==> config.mk <==
export PLATFORM = sky130hd
export DESIGN_NAME = mem_arbiter_flat
export DESIGN_NICKNAME = d
export VERILOG_FILES = /design/src/rtl/mem_arbiter_if.sv /design/src/rtl/mem_arbiter.sv /design/src/flat_wrapper.sv
export SDC_FILE = /design/constraint.sdc
export NUM_CORES = 1
export LEC_CHECK = 0
export ABC_AREA = 1
export BUFFER_PORTS_ARGS = -buffer_cell sky130_fd_sc_hd__clkbuf_2
export CAP_MARGIN = 20
export CORE_ASPECT_RATIO = 0.6
export CORE_MARGIN = 3
export CORE_UTILIZATION = 47
export CTS_CLUSTER_DIAMETER = 80
export CTS_CLUSTER_SIZE = 25
export DETAILED_ROUTE_END_ITERATION = 10
export GPL_TIMING_DRIVEN = 0
export MAX_ROUTING_LAYER = met4
export PLACE_DENSITY = 0.86
export SYNTH_ARGS = -nofsm -noshare
export SYNTH_HDL_FRONTEND = slang
export SYNTH_SLANG_ARGS = --single-unit
==> constraint.sdc <==
create_clock -name i_clk -period 3.35 [get_ports i_clk]
set_input_delay 0.335 -clock i_clk [delete_from_list [all_inputs] [get_ports i_clk]]
set_output_delay 0.335 -clock i_clk [all_outputs]
set_load 0.02 [all_outputs]
==> src/rtl/mem_arbiter_if.sv <==
// mem_arbiter_if: bundle of the requester and memory-side signals of mem_arbiter.
//   Fetch port : if_req, if_addr -> if_gnt, if_rvalid, if_rdata
//   LSU port   : ls_req, ls_we, ls_lock, ls_addr, ls_wdata -> ls_gnt, ls_rvalid, ls_rdata
//   Memory     : mem_rw, mem_addr, mem_wdata -> mem_rdata (combinational read)
// slave  : the arbiter's view.
// master : the environment's view (requesters plus the memory).
interface mem_arbiter_if #(
    parameter int unsigned DATA_W = 32,
    parameter int unsigned ADDR_W = 10
);
    logic              if_req;
    logic [ADDR_W-1:0] if_addr;
    logic              if_gnt;
    logic              if_rvalid;
    logic [DATA_W-1:0] if_rdata;

    logic              ls_req;
    logic              ls_we;
    logic              ls_lock;
    logic [ADDR_W-1:0] ls_addr;
    logic [DATA_W-1:0] ls_wdata;
    logic              ls_gnt;
    logic              ls_rvalid;
    logic [DATA_W-1:0] ls_rdata;

    logic              mem_rw;
    logic [ADDR_W-1:0] mem_addr;
    logic [DATA_W-1:0] mem_wdata;
    logic [DATA_W-1:0] mem_rdata;

    modport slave (
        input  if_req, if_addr, ls_req, ls_we, ls_lock, ls_addr, ls_wdata, mem_rdata,
        output if_gnt, if_rvalid, if_rdata, ls_gnt, ls_rvalid, ls_rdata,
        output mem_rw, mem_addr, mem_wdata
    );

    modport master (
        output if_req, if_addr, ls_req, ls_we, ls_lock, ls_addr, ls_wdata, mem_rdata,
        input  if_gnt, if_rvalid, if_rdata, ls_gnt, ls_rvalid, ls_rdata,
        input  mem_rw, mem_addr, mem_wdata
    );
endinterface

==> src/rtl/mem_arbiter.sv <==
// mem_arbiter: shares one single-port memory between the instruction-fetch port (read-only)
// and the load/store port (read/write), one access per cycle.
// LSU has fixed priority, bounded by an IF starvation counter; an LSU lock keeps
// ownership across read-modify-write sequences. Read data is registered and returned
// one cycle after the grant.
// Ports:
//   i_clk   : clock, rising edge
//   i_rst_n : asynchronous active-low reset
//   io_bus  : mem_arbiter_if.slave (fetch port, LSU port, memory drive)
module mem_arbiter #(
    parameter int unsigned DATA_W     = 32,
    parameter int unsigned ADDR_W     = 10,
    parameter int unsigned STARVE_MAX = 4
) (
    input  logic           i_clk,
    input  logic           i_rst_n,
    mem_arbiter_if.slave   io_bus
);
    localparam logic [3:0] StarveLim = 4'(STARVE_MAX);

    typedef enum logic {StOpen, StLocked} lock_e;

    lock_e             r_lock, w_lock_next;
    logic [3:0]        r_starve, w_starve_next;
    logic              r_if_pend, r_ls_pend;
    logic [DATA_W-1:0] r_if_rdata, r_ls_rdata;

    logic              w_if_gnt, w_ls_gnt, w_ls_load;
    logic              w_mem_rw;
    logic [ADDR_W-1:0] w_mem_addr;
    logic [DATA_W-1:0] w_mem_wdata;

    // Grant decision; gated by reset so nothing reaches memory while reset is held.
    always_comb begin
        w_if_gnt = 1'b0;
        w_ls_gnt = 1'b0;
        if (i_rst_n) begin
            if (r_lock == StLocked) begin
                // Lock overrides starvation: IF waits even if memory sits idle.
                w_ls_gnt = io_bus.ls_req;
            end else if (io_bus.if_req && (r_starve == StarveLim)) begin
                w_if_gnt = 1'b1;
            end else if (io_bus.ls_req) begin
                w_ls_gnt = 1'b1;
            end else if (io_bus.if_req) begin
                w_if_gnt = 1'b1;
            end
        end
    end

    assign w_ls_load = w_ls_gnt & ~io_bus.ls_we;

    // Memory drive: everything zero when idle, so a write needs an LSU grant.
    always_comb begin
        w_mem_rw    = 1'b0;
        w_mem_addr  = '0;
        w_mem_wdata = '0;
        if (w_ls_gnt) begin
            w_mem_rw    = io_bus.ls_we;
            w_mem_addr  = io_bus.ls_addr;
            w_mem_wdata = io_bus.ls_wdata;
        end else if (w_if_gnt) begin
            w_mem_addr  = io_bus.if_addr;
        end
    end

    // Next-state: lock follows ls_lock on LSU grants only; starvation counter saturates.
    always_comb begin
        w_lock_next   = r_lock;
        w_starve_next = r_starve;
        if (w_ls_gnt) begin
            w_lock_next = io_bus.ls_lock ? StLocked : StOpen;
        end
        if (!io_bus.if_req || w_if_gnt) begin
            w_starve_next = 4'd0;
        end else if (r_starve != StarveLim) begin
            w_starve_next = r_starve + 4'd1;
        end
    end

    always_ff @(posedge i_clk or negedge i_rst_n) begin
        if (!i_rst_n) begin
            r_lock     <= StOpen;
            r_starve   <= 4'd0;
            r_if_pend  <= 1'b0;
            r_ls_pend  <= 1'b0;
            r_if_rdata <= '0;
            r_ls_rdata <= '0;
        end else begin
            r_lock    <= w_lock_next;
            r_starve  <= w_starve_next;
            r_if_pend <= w_if_gnt;
            r_ls_pend <= w_ls_load;
            if (w_if_gnt) begin
                r_if_rdata <= io_bus.mem_rdata;
            end
            if (w_ls_load) begin
                r_ls_rdata <= io_bus.mem_rdata;
            end
        end
    end

    assign io_bus.if_gnt    = w_if_gnt;
    assign io_bus.ls_gnt    = w_ls_gnt;
    assign io_bus.if_rvalid = r_if_pend;
    assign io_bus.ls_rvalid = r_ls_pend;
    assign io_bus.if_rdata  = r_if_rdata;
    assign io_bus.ls_rdata  = r_ls_rdata;
    assign io_bus.mem_rw    = w_mem_rw;
    assign io_bus.mem_addr  = w_mem_addr;
    assign io_bus.mem_wdata = w_mem_wdata;
endmodule

==> src/flat_wrapper.sv <==
// flat-port wrapper written by rule: the top's interface ports become plain ports
module mem_arbiter_flat 
#(
    parameter int unsigned DATA_W     = 32,
    parameter int unsigned ADDR_W     = 10,
    parameter int unsigned STARVE_MAX = 4
)
  (i_clk, i_rst_n, io_bus_if_req, io_bus_if_addr, io_bus_ls_req, io_bus_ls_we, io_bus_ls_lock, io_bus_ls_addr, io_bus_ls_wdata, io_bus_mem_rdata, io_bus_if_gnt, io_bus_if_rvalid, io_bus_if_rdata, io_bus_ls_gnt, io_bus_ls_rvalid, io_bus_ls_rdata, io_bus_mem_rw, io_bus_mem_addr, io_bus_mem_wdata);
  mem_arbiter_if #(.DATA_W(DATA_W), .ADDR_W(ADDR_W)) io_bus_i ();
  input  logic i_clk;
  input  logic i_rst_n;
  input wire logic [$bits(io_bus_i.if_req)-1:0] io_bus_if_req;
  input wire logic [$bits(io_bus_i.if_addr)-1:0] io_bus_if_addr;
  input wire logic [$bits(io_bus_i.ls_req)-1:0] io_bus_ls_req;
  input wire logic [$bits(io_bus_i.ls_we)-1:0] io_bus_ls_we;
  input wire logic [$bits(io_bus_i.ls_lock)-1:0] io_bus_ls_lock;
  input wire logic [$bits(io_bus_i.ls_addr)-1:0] io_bus_ls_addr;
  input wire logic [$bits(io_bus_i.ls_wdata)-1:0] io_bus_ls_wdata;
  input wire logic [$bits(io_bus_i.mem_rdata)-1:0] io_bus_mem_rdata;
  output wire logic [$bits(io_bus_i.if_gnt)-1:0] io_bus_if_gnt;
  output wire logic [$bits(io_bus_i.if_rvalid)-1:0] io_bus_if_rvalid;
  output wire logic [$bits(io_bus_i.if_rdata)-1:0] io_bus_if_rdata;
  output wire logic [$bits(io_bus_i.ls_gnt)-1:0] io_bus_ls_gnt;
  output wire logic [$bits(io_bus_i.ls_rvalid)-1:0] io_bus_ls_rvalid;
  output wire logic [$bits(io_bus_i.ls_rdata)-1:0] io_bus_ls_rdata;
  output wire logic [$bits(io_bus_i.mem_rw)-1:0] io_bus_mem_rw;
  output wire logic [$bits(io_bus_i.mem_addr)-1:0] io_bus_mem_addr;
  output wire logic [$bits(io_bus_i.mem_wdata)-1:0] io_bus_mem_wdata;
  assign io_bus_i.if_req = io_bus_if_req;
  assign io_bus_i.if_addr = io_bus_if_addr;
  assign io_bus_i.ls_req = io_bus_ls_req;
  assign io_bus_i.ls_we = io_bus_ls_we;
  assign io_bus_i.ls_lock = io_bus_ls_lock;
  assign io_bus_i.ls_addr = io_bus_ls_addr;
  assign io_bus_i.ls_wdata = io_bus_ls_wdata;
  assign io_bus_i.mem_rdata = io_bus_mem_rdata;
  assign io_bus_if_gnt = io_bus_i.if_gnt;
  assign io_bus_if_rvalid = io_bus_i.if_rvalid;
  assign io_bus_if_rdata = io_bus_i.if_rdata;
  assign io_bus_ls_gnt = io_bus_i.ls_gnt;
  assign io_bus_ls_rvalid = io_bus_i.ls_rvalid;
  assign io_bus_ls_rdata = io_bus_i.ls_rdata;
  assign io_bus_mem_rw = io_bus_i.mem_rw;
  assign io_bus_mem_addr = io_bus_i.mem_addr;
  assign io_bus_mem_wdata = io_bus_i.mem_wdata;
  mem_arbiter #(.DATA_W(DATA_W), .ADDR_W(ADDR_W), .STARVE_MAX(STARVE_MAX)) u_core (.i_clk(i_clk), .i_rst_n(i_rst_n), .io_bus(io_bus_i));
endmodule
==> run_results.csv, run 1 <==
group,metric,value,unit
worst_setup_path,reg2reg_from,"u_core.r_starve[0]$_DFFE_PN0P_",
worst_setup_path,r2r_end,"u_core.io_bus.if_rdata[2]$_DFFE_PN0P_",
sta,fmax,336,MHz
cts,clkLatencyLatePin,330,ps
layout,antenna_cells,0,
worst_setup_path,cp_data_arrival_time,2640,ps
detailed_routing,postRouteWirelength,10600,um
floorplan,dieArea,8130,um^2
synthesis,synthTopCellsByArea,"dfrtp_1 54%, nand2_1 22%, nand4_1 6.0%",
power_and_ir_drop,seq_power_share,38.8,%
placed_design,gp_congestion,0.905,
worst_setup_path,crit_path_start_kind,"input pin",
worst_setup_path,worstRegToRegCells,9,
flow_run,cap_violations,0,
sta,tightestPinTransition,560,ps
detailed_routing,wire_per_inst,14.4,um
sta,setup_tns,0,ps
layout,area_growth,44.0,%
floorplan,row_count,23,
sta,relSlewSlack,62.7,%
synthesis,synth_top_area_cell,"dfrtp_1",
detailed_routing,dr.pass1.iters,5,
floorplan,fp.dieH,71.1,um
worst_setup_path,worstSetupPathDepth,9,
layout,num-nets-final,732,
layout,layoutNonFillerInstCount,732,
global_route,grt_pass1_wl,17100,um
cts,postCtsSetupBuffers,0,
placed_design,place_area,4460,um^2
sta,clock_skew,6.92,ps
cts,path_clk_slew,60,ps
cts,cts_buffer_depth,2,
synthesis,synth-simple-area-share,35.5,%
synthesis,synth_nets,519,
sta,finalSetupViolations,0,
worst_setup_path,crit_path_end_kind,"primary output",
floorplan,io_pins,201,
layout,layout_common_cells,"199 x clkbuf_2, 193 x nand2_1, 71 x dfrtp_1",
cts,root_buffer,"clkbuf_16",
hold_path,hold_path.class,"in2reg",
layout,final_area,4780,um^2
cts,cts.htree.levels,3,
outcome,status,"complete, no violations",
worst_setup_path,critPathSlowestCell,"dlygate4sd3_1",
sta,final_hold_viol_count,0,
detailed_routing,detail-route-antenna-nets,0,
synthesis,synth_seq_cells,71,
detailed_routing,drc,0,
worst_setup_path,crit_chain,"dlygate4sd3_1 -> clkbuf_4 -> buf_16 -> nand2_1 -> inv_2 -> clkbuf_1 -> nand3_1 -> nand2_1 -> clkbuf_2",
cts,cts_inserted_buffers,9,
sta,rsz0062_at_grt,"false",
worst_setup_path,crit_end,"io_bus_mem_addr[7]",
synthesis,synth_mux_area_share,0,%
detailed_routing,detail_route.iter0.violations,211,
global_route,grt_max_degree,58,
layout,drive_gt1_share,37.2,%
synthesis,ys_warn_count,0,
placed_design,dp_hpwl,7900,um
floorplan,start_util,49.0,%
power_and_ir_drop,leakage,0.00300,uW
sta,min_period_over_period,88.8,%
worst_setup_path,criticalPathCategory,"in2out",
synthesis,synth.distinct_cells,20,
worst_setup_path,crit_family,"buffers and inverters",
detailed_routing,routed_via_density,4.92,
sta,fin_ws,374,ps
floorplan,die_w,114,um
power_and_ir_drop,p_sw,1000,uW
synthesis,syn-cell-area,3320,um^2
cts,clock-sinks,71,
sta,fin_crit,2980,ps
power_and_ir_drop,ir_worst_vdd,0.000408,V
synthesis,postSynthCellCount,427,
worst_setup_path,worstPathRequired,3010,ps
cts,cts_tree,"done",
power_and_ir_drop,pwr_density_cell,612,nW/um^2
power_and_ir_drop,clock_power_share,33.5,%
global_route,gr-total-overflow,0,
cts,post_cts_resized,0,
synthesis,synthAdderAreaFrac,0.755,%
placed_design,io_buffers,200,
worst_setup_path,crit_buf_inv,6,
power_and_ir_drop,comb_power_share,27.7,%
layout,final_common_cell,"clkbuf_2",
synthesis,synth_compound_area_share,0.453,%
detailed_routing,vias,3599,
sta,slew_viol_final,0,
synthesis,yosysSeqAreaShare,53.6,%
global_route,grt_pass1_vias,3580,
worst_setup_path,worst_path_most_repeated_cell,"nand2_1",
synthesis,synth_xor_area_share,0.264,%
power_and_ir_drop,switching_share,34.3,%
synthesis,synth_top_area_share,53.6,%
synthesis,synth.avg_cell_area,7.77,um^2
layout,final_util,70.6,%
floorplan,fp.coreArea,6760,um^2
power_and_ir_drop,p_int,1920,uW
global_route,antenna_found_initial,0,
worst_setup_path,crit_start,"i_rst_n",
placed_design,post-place-ws,918,ps
worst_setup_path,max_stage_delay,520,ps
placed_design,post-place-cells,715,
worst_setup_path,path_max_fanout,57,
worst_setup_path,reg2reg_slack,1620,ps
global_route,track_usage,27.8,%
synthesis,synth_top_family_by_area,"simple AND/OR/NAND/NOR gates",
worst min-delay path, delay by kind of cell:
family / cells / cell delay, ps
buffers and inverters: 1 / 90
AND/OR/NAND/NOR: 2 / 100
cells by family (layout without fill, tap and decap cells):
kind of cell,after synthesis,in the layout
AO/OA/AOI/OAI,3,3
XOR/XNOR,1,1
adder cells (fa/ha/maj),2,2
buffers and inverters,68,286
flip-flops,71,71
AND/OR/NAND/NOR,282,282
through the flow:
stage	hold WS (ps)	power (uW)
final	217	2920
after global routing	214	3080
after CTS	201	2950
after detailed placement	250	1950
after global placement	455	1920
after floorplan	39.4	1600
cell usage after synthesis, drive strengths merged:
library cell	count
a21oi	1
o21ai	2
nand4	32
nand2	196
nor2	41
ha	2
xor2	1
dfrtp	71
clkbuf	4
nand3	13
clkinv	1
buf	20
inv	43
power groups by stage:
stage,sequential (uW),combinational (uW),clock [uW]
final,1130,808,980
after detailed placement,1140,811,0
after floorplan,1340,263,0
after global placement,1140,782,0
after global routing,1160,884,1040
after CTS,1130,818,998
metal layers:
layer	vias up	part of all wire, %	wire [um]	GRT usage (%)
li1	1743	-	-	-
met1	1647	40	4250	32.8
met2	179	48	5110	45.3
met3	30	8.4	892	7.78
met4	0	3.0	318	10.9
met5	-	0	0	-
layout make-up:
type,count,area (um^2)
timing repair buffer,202,1040
buffer,24,148
fill,558,1990
sequential,71,1780
clock inverter,4,53.8
inverter,44,165
clock buffer,12,256
multi-input combinational,288,1230
tap,87,109
how the worst min path moves through the flow:
stage | start | endpoint | slack (ps) | depth (start not counted)
5_1_grt | io_bus_mem_rdata[19] | u_core.io_bus.if_rdata[19]$_DFFE_PN0P_ | 210 | 3
2_1_floorplan | i_rst_n | u_core.io_bus.if_rdata[0]$_DFFE_PN0P_ | 40 | 0
6_report | io_bus_mem_rdata[6] | u_core.io_bus.if_rdata[6]$_DFFE_PN0P_ | 220 | 3
3_3_place_gp | u_core.io_bus.ls_rdata[17]$_DFFE_PN0P_ | u_core.io_bus.ls_rdata[17]$_DFFE_PN0P_ | 450 | 2
4_1_cts | io_bus_mem_rdata[19] | u_core.io_bus.if_rdata[19]$_DFFE_PN0P_ | 200 | 3
3_5_place_dp | i_rst_n | u_core.io_bus.if_rdata[9]$_DFFE_PN0P_ | 250 | 1
sequential cells by signal, indices dropped and copies added, names as in the netlist:
| register | cells |
|---|---|
| u_core.io_bus.ls_rvalid | 1 |
| u_core.io_bus.ls_rdata | 32 |
| u_core.r_lock | 1 |
| u_core.r_starve | 4 |
| u_core.io_bus.if_rvalid | 1 |
| u_core.io_bus.if_rdata | 32 |
timing repair:
action,in CTS,in global routing
hold buffers,1,0
endpoints found under the hold margin,16,0
endpoints found under the setup margin,0,0
(Power assumes the default switching activity.)
==> inputs of run 2 (changes only) <==
Settings changed: ABC_AREA 1 to 0, CORE_UTILIZATION 47 to 45, PLACE_DENSITY 0.86 to 0.85.
==> run_results.csv, run 2 <==
group,metric,value,unit
cts,cts_tree,"done",
synthesis,syn-cell-area,3080,um^2
hold_path,min_to,"u_core.io_bus.ls_rdata[1]$_DFFE_PN0P_",
sta,setup_tns,0,ps
cts,path_clk_slew,50,ps
flow_run,cap_violations,0,
worst_setup_path,cp_data_arrival_time,2770,ps
sta,clock_skew,3.81,ps
detailed_routing,detail-route-antenna-nets,0,
worst_setup_path,r2r_end,"u_core.io_bus.if_rdata[30]$_DFFE_PN0P_",
sta,fmax,322,MHz
sta,holdWs,249,ps
synthesis,synth-simple-area-share,8.78,%
worst_setup_path,reg2reg_slack,1090,ps
hold_path,worstHoldStart,"io_bus_mem_rdata[1]",
synthesis,synth_xor_area_share,0.285,%
worst_setup_path,reg2reg_from,"u_core.r_starve[0]$_DFFE_PN0P_",
power_and_ir_drop,pwr_density_cell,681,nW/um^2
floorplan,io_pins,201,
cts,post_cts_resized,0,
layout,fill_cells,484,
power_and_ir_drop,total_power,3080,uW
detailed_routing,postRouteWirelength,8380,um
sta,rsz0062_at_grt,"false",
worst_setup_path,worstRegToRegCells,6,
synthesis,ys_async_sr_fraction,100,%
synthesis,yosysSeqAreaShare,57.7,%
synthesis,synth_nets,308,
sta,finalSetupViolations,0,
synthesis,ys_warn_count,0,
sta,tightestPinTransition,542,ps
detailed_routing,wl_met2,3910,um
detailed_routing,routed_via_density,4.85,
sta,fin_ws,247,ps
power_and_ir_drop,ir_worst_vdd,0.000593,V
cts,root_buffer,"clkbuf_16",
detailed_routing,detail_route.iter0.violations,123,
global_route,track_usage,22.3,%
cts,clkLatencyLatePin,320,ps
worst_setup_path,crit_path_start_kind,"input pin",
placed_design,io_buffers,200,
detailed_routing,routed-wl-met3,534,um
layout,num-nets-final,521,
synthesis,synth_seq_cells,71,
hold_path,hold_path.class,"in2reg",
placed_design,post-place-cells,501,
power_and_ir_drop,leakage,0.00238,uW
synthesis,synth-edff-count,0,
synthesis,synth_common_cells,"71 x dfrtp_1, 58 x mux2_2, 33 x and2_1, 10 x a22o_1, 7 x mux2_1",
detailed_routing,routed.top_layer,"met4",
placed_design,post-place-ws,778,ps
synthesis,yosysMostFrequentCell,"dfrtp_1",
layout,drive_gt1_share,65.9,%
layout,antenna_cells,0,
outcome,status,"complete, no violations",
synthesis,synth_compound_area_share,5.21,%
detailed_routing,drt-met1-wl,3780,um
worst_setup_path,worstPathRequired,3010,ps
layout,final_common_cell,"clkbuf_2",
synthesis,synth_flop_cell,"dfrtp_1",
synthesis,synth_top_area_share,57.7,%
floorplan,start_util,48.4,%
detailed_routing,vias,2510,
floorplan,dieArea,7900,um^2
placed_design,dp_hpwl,6670,um
sta,final_hold_viol_count,0,
cts,cts_buffer_depth,2,
worst_setup_path,crit_start,"i_rst_n",
sta,slew_viol_final,0,
global_route,grt_pass1_vias,2638,
global_route,grt_max_degree,43,
synthesis,synth_top_family_by_area,"multiplexers",
synthesis,synth_top_area_cell,"dfrtp_1",
floorplan,fp.coreArea,6360,um^2
layout,layout_common_cells,"199 x clkbuf_2, 71 x dfrtp_1, 58 x mux2_2",
cts,cts.htree.levels,3,
floorplan,die_w,113,um
floorplan,fp.dieH,70.1,um
synthesis,synthAdderAreaFrac,0.813,%
hold_path,holdPathStages,2,
synthesis,synth.avg_cell_area,14.2,um^2
cts,clock-sinks,71,
synthesis,postSynthCellCount,216,
layout,layoutNonFillerInstCount,518,
floorplan,row_count,22,
global_route,grt_pass1_wl,13600,um
detailed_routing,dr.pass1.iters,6,
synthesis,synth.distinct_cells,25,
worst_setup_path,criticalPathCategory,"in2out",
placed_design,gp_congestion,0.838,
detailed_routing,drc,0,
cts,cts_inserted_buffers,9,
sta,relSlewSlack,63.9,%
worst_setup_path,path_max_fanout,32,
layout,area_growth,47.1,%
global_route,antenna_found_initial,0,
synthesis,synthTopCellsByArea,"dfrtp_1 58%, mux2_2 21%, and2_1 6.7%",
sta,fin_crit,3100,ps
global_route,gr-total-overflow,0,
synthesis,synth_mux_area_share,24.1,%
detailed_routing,wire_per_inst,16.2,um
worst_setup_path,crit_path_end_kind,"primary output",
sta,min_period_over_period,92.6,%
==> run 2: cell count changes after synthesis, moves of 4 or more <==
cell     previous run  this run
inv_1              41         2
and2_1              0        33
nand2_1           193         1
nand4_1            32         0
buf_2               7         3
a22o_1              0        10
buf_4               7         2
nor2_1             40         2
nand3_1            12         3
mux2_1              0         7
mux2_2              0        58
==> run 2: worst max-delay path by stage <==
stage                                      end  slack, ps  cells after the start
after global placement      io_bus_mem_addr[0]       -290                      6
after detailed placement    io_bus_mem_addr[1]        780                      6
final                       io_bus_mem_addr[0]        250                      7
after global routing        io_bus_mem_addr[0]         20                      7
after CTS                   io_bus_mem_addr[1]        210                      7
after floorplan           io_bus_mem_wdata[22]       1150                      7
==> run 2: cell families (layout without fill, tap and decap cells) <==
| family | Yosys count | count (layout) |
|---|---|---|
| flip-flops | 71 | 71 |
| multiplexers | 66 | 66 |
| AND/OR/NAND/NOR | 44 | 44 |
| AO/OA/AOI/OAI | 18 | 18 |
| buffers and inverters | 14 | 232 |
| adder cells (fa/ha/maj) | 2 | 2 |
| XOR/XNOR | 1 | 1 |
==> run 2: power breakdown <==
part | switching [uW] | internal [uW]
logic | 541 | 384
registers | 119 | 1080
clock network | 329 | 634
==> run 2: worst max-delay path, stage by stage <==
cell and delay (ps):
dlygate4sd3_1 530, clkbuf_4 420, nand3b_1 270, a21oi_2 490
buf_2 360, a22o_1 180, clkbuf_2 170
==> run 2: through the flow <==
step	area, um^2	util (%)
after global placement	4180	65.8
after detailed placement	4210	66.1
after CTS	4530	71.2
final	4530	71.2
after global routing	4530	71.2
after floorplan	3080	-
==> run 2: per-layer routing <==
layer  GRT usage [%]  vias up
met1            29.9     1220
met5               -        -
met4            6.13        0
li1                -     1184
met2            33.4       90
met3            6.49       16
==> run 2: repair_timing <==
action / 4_1_cts / 5_1_grt
hold endpoints to repair: 29 / 0
setup buffers: 0 / 0
hold buffers: 1 / 0
==> run 2: layout make-up <==
| cell class | instances | area (um^2) | share of cell area, % |
|---|---|---|---|
| inverter | 2 | 7.51 | 0.166 |
| timing repair buffer | 202 | 1030 | 22.8 |
| sequential | 71 | 1780 | 39.3 |
| clock buffer | 13 | 270 | 5.97 |
| tap | 84 | 105 | 2.32 |
| multi-input combinational | 131 | 1210 | 26.7 |
| buffer | 12 | 86.3 | 1.91 |
| clock inverter | 3 | 40.0 | 0.885 |
==> inputs of run 3 (changes only) <==
Settings changed: CORE_ASPECT_RATIO 0.6 to default, SETUP_SLACK_MARGIN from default to 0.4.
==> run_results.csv, run 3 (same netlist as run 2, synthesis figures left out) <==
group,metric,value,unit
placed_design,place_area,4200,um^2
floorplan,dieArea,7870,um^2
detailed_routing,dr.pass1.iters,4,
worst_setup_path,cp_data_arrival_time,2500,ps
floorplan,fp.coreArea,6490,um^2
global_route,grt_max_degree,27,
sta,relSlewSlack,45.6,%
cts,cts_buffer_depth,2,
global_route,gr-total-overflow,0,
placed_design,dp_hpwl,6590,um
worst_setup_path,criticalPathCategory,"in2out",
detailed_routing,vias,2556,
cts,path_clk_slew,70,ps
cts,clock-sinks,71,
layout,num-nets-final,525,
power_and_ir_drop,ir_worst_vdd,0.000403,V
hold_path,worstHoldStart,"io_bus_ls_lock",
placed_design,post-place-cells,494,
sta,min_period_over_period,84.5,%
detailed_routing,postRouteWirelength,8540,um
layout,drive_gt1_share,65.3,%
cts,clkLatencyLatePin,330,ps
floorplan,io_pins,201,
power_and_ir_drop,p_sw,964,uW
worst_setup_path,worstRegToRegCells,7,
sta,finalSetupViolations,0,
power_and_ir_drop,leakage,0.00234,uW
global_route,antenna_found_initial,0,
sta,tightestPinTransition,813,ps
hold_path,hold_path.class,"in2reg",
sta,rsz0062_at_grt,"false",
worst_setup_path,r2r_end,"u_core.io_bus.ls_rdata[20]$_DFFE_PN0P_",
layout,area_growth,44.4,%
worst_setup_path,reg2reg_slack,1110,ps
flow_run,cap_violations,0,
detailed_routing,detail-route-antenna-nets,0,
detailed_routing,wire_per_inst,16.6,um
sta,final_hold_viol_count,0,
sta,holdWs,235,ps
layout,fill_cells,490,
layout,final_common_cell,"clkbuf_2",
hold_path,min_to,"u_core.r_lock$_DFFE_PN0P_",
cts,cts.htree.levels,3,
worst_setup_path,path_max_fanout,20,
power_and_ir_drop,p_int,1750,uW
floorplan,start_util,47.4,%
power_and_ir_drop,clock_power_share,21.6,%
outcome,status,"complete, no violations",
power_and_ir_drop,pwr_density_cell,612,nW/um^2
worst_setup_path,crit_path_start_kind,"input pin",
sta,fin_ws,519,ps
sta,fmax,353,MHz
power_and_ir_drop,switching_share,35.5,%
layout,final_area,4440,um^2
placed_design,io_buffers,200,
layout,layout_common_cells,"199 x clkbuf_2, 71 x dfrtp_1, 58 x mux2_2",
worst_setup_path,crit_path_end_kind,"primary output",
detailed_routing,drc,0,
sta,clock_skew,10.6,ps
sta,slew_viol_final,0,
floorplan,fp.dieH,88.7,um
sta,fin_crit,2830,ps
cts,cts_inserted_buffers,9,
floorplan,die_w,88.7,um
global_route,grt_pass1_wl,12200,um
layout,layoutNonFillerInstCount,515,
global_route,track_usage,21.3,%
detailed_routing,detail_route.iter0.violations,45,
power_and_ir_drop,seq_power_share,44.0,%
layout,antenna_cells,0,
placed_design,gp_congestion,0.755,
placed_design,post-place-ws,475,ps
cts,postCtsSetupBuffers,0,
global_route,grt_pass1_vias,2457,
cts,cts_tree,"done",
power_and_ir_drop,comb_power_share,34.4,%
worst_setup_path,reg2reg_from,"u_core.r_starve[0]$_DFFE_PN0P_",
cts,root_buffer,"clkbuf_8",
floorplan,row_count,29,
worst_setup_path,worstPathRequired,3010,ps
hold_path,holdPathStages,2,
detailed_routing,routed_via_density,4.96,
sta,setup_tns,0,ps
-- run 3: cell type report --
type,instances,area (um^2),area share (%)
well taps,77,96.3,2.17
flip-flops and latches,71,1780,40.0
clock inverters,3,18.8,0.423
clock buffers,13,149,3.35
multi-input cells,131,1210,27.3
plain buffers,12,86.3,1.94
repair buffers,206,1090,24.6
inverters,2,7.51,0.169
-- run 3: metal layers --
| metal | GRT usage [%] | routed length, um | part of all wire [%] | up-vias |
|---|---|---|---|---|
| met3 | 5.96 | 616 | 7.2 | 9 |
| met5 | - | 0 | 0 | - |
| met4 | 6.04 | 101 | 1.2 | 0 |
| met2 | 32.7 | 4210 | 49 | 122 |
| li1 | - | - | - | 1189 |
| met1 | 27.5 | 3610 | 42 | 1236 |
-- run 3: how the worst max path moves through the flow --
stage                              startpoint              endpoint  slack, ps  depth (start not counted)
3_5_place_dp                          i_rst_n    io_bus_mem_addr[1]        480                          7
2_1_floorplan  u_core.r_starve[0]$_DFFE_PN0P_  io_bus_mem_wdata[22]       1150                          7
4_1_cts                               i_rst_n    io_bus_mem_addr[9]        420                          8
6_report                              i_rst_n    io_bus_mem_addr[6]        520                          8
3_3_place_gp                          i_rst_n    io_bus_mem_addr[0]       -300                          6
5_1_grt                               i_rst_n    io_bus_mem_addr[6]        390                          8
-- run 3: power by group through the flow --
stage	Combinational [uW]	Sequential (uW)	Clock, uW
CTS	943	1190	604
global route	1000	1220	651
global placement	907	1190	0
detailed placement	932	1210	0
floorplan	296	1450	0
finish	934	1190	588
-- run 3: through the flow --
step | total power, uW | util [%]
after global routing | 2880 | 68.4
after CTS | 2740 | 68.3
final | 2720 | 68.4
after floorplan | 1750 | -
after global placement | 2100 | 64.3
after detailed placement | 2140 | 64.6
-- run 3: timing repair --
item                                    CTS  global route
endpoints found under the setup margin    0            10
gates resized for setup                   0             1
hold buffers                              5             0
endpoints found under the hold margin    10             0
-- run 3: worst max-delay path: stages --
cell and delay [ps]:
dlygate4sd3_1 530, clkbuf_4 170, buf_12 170, nand3b_1 220, a21oi_4 370, buf_2 310
a22o_1 200, clkbuf_2 170
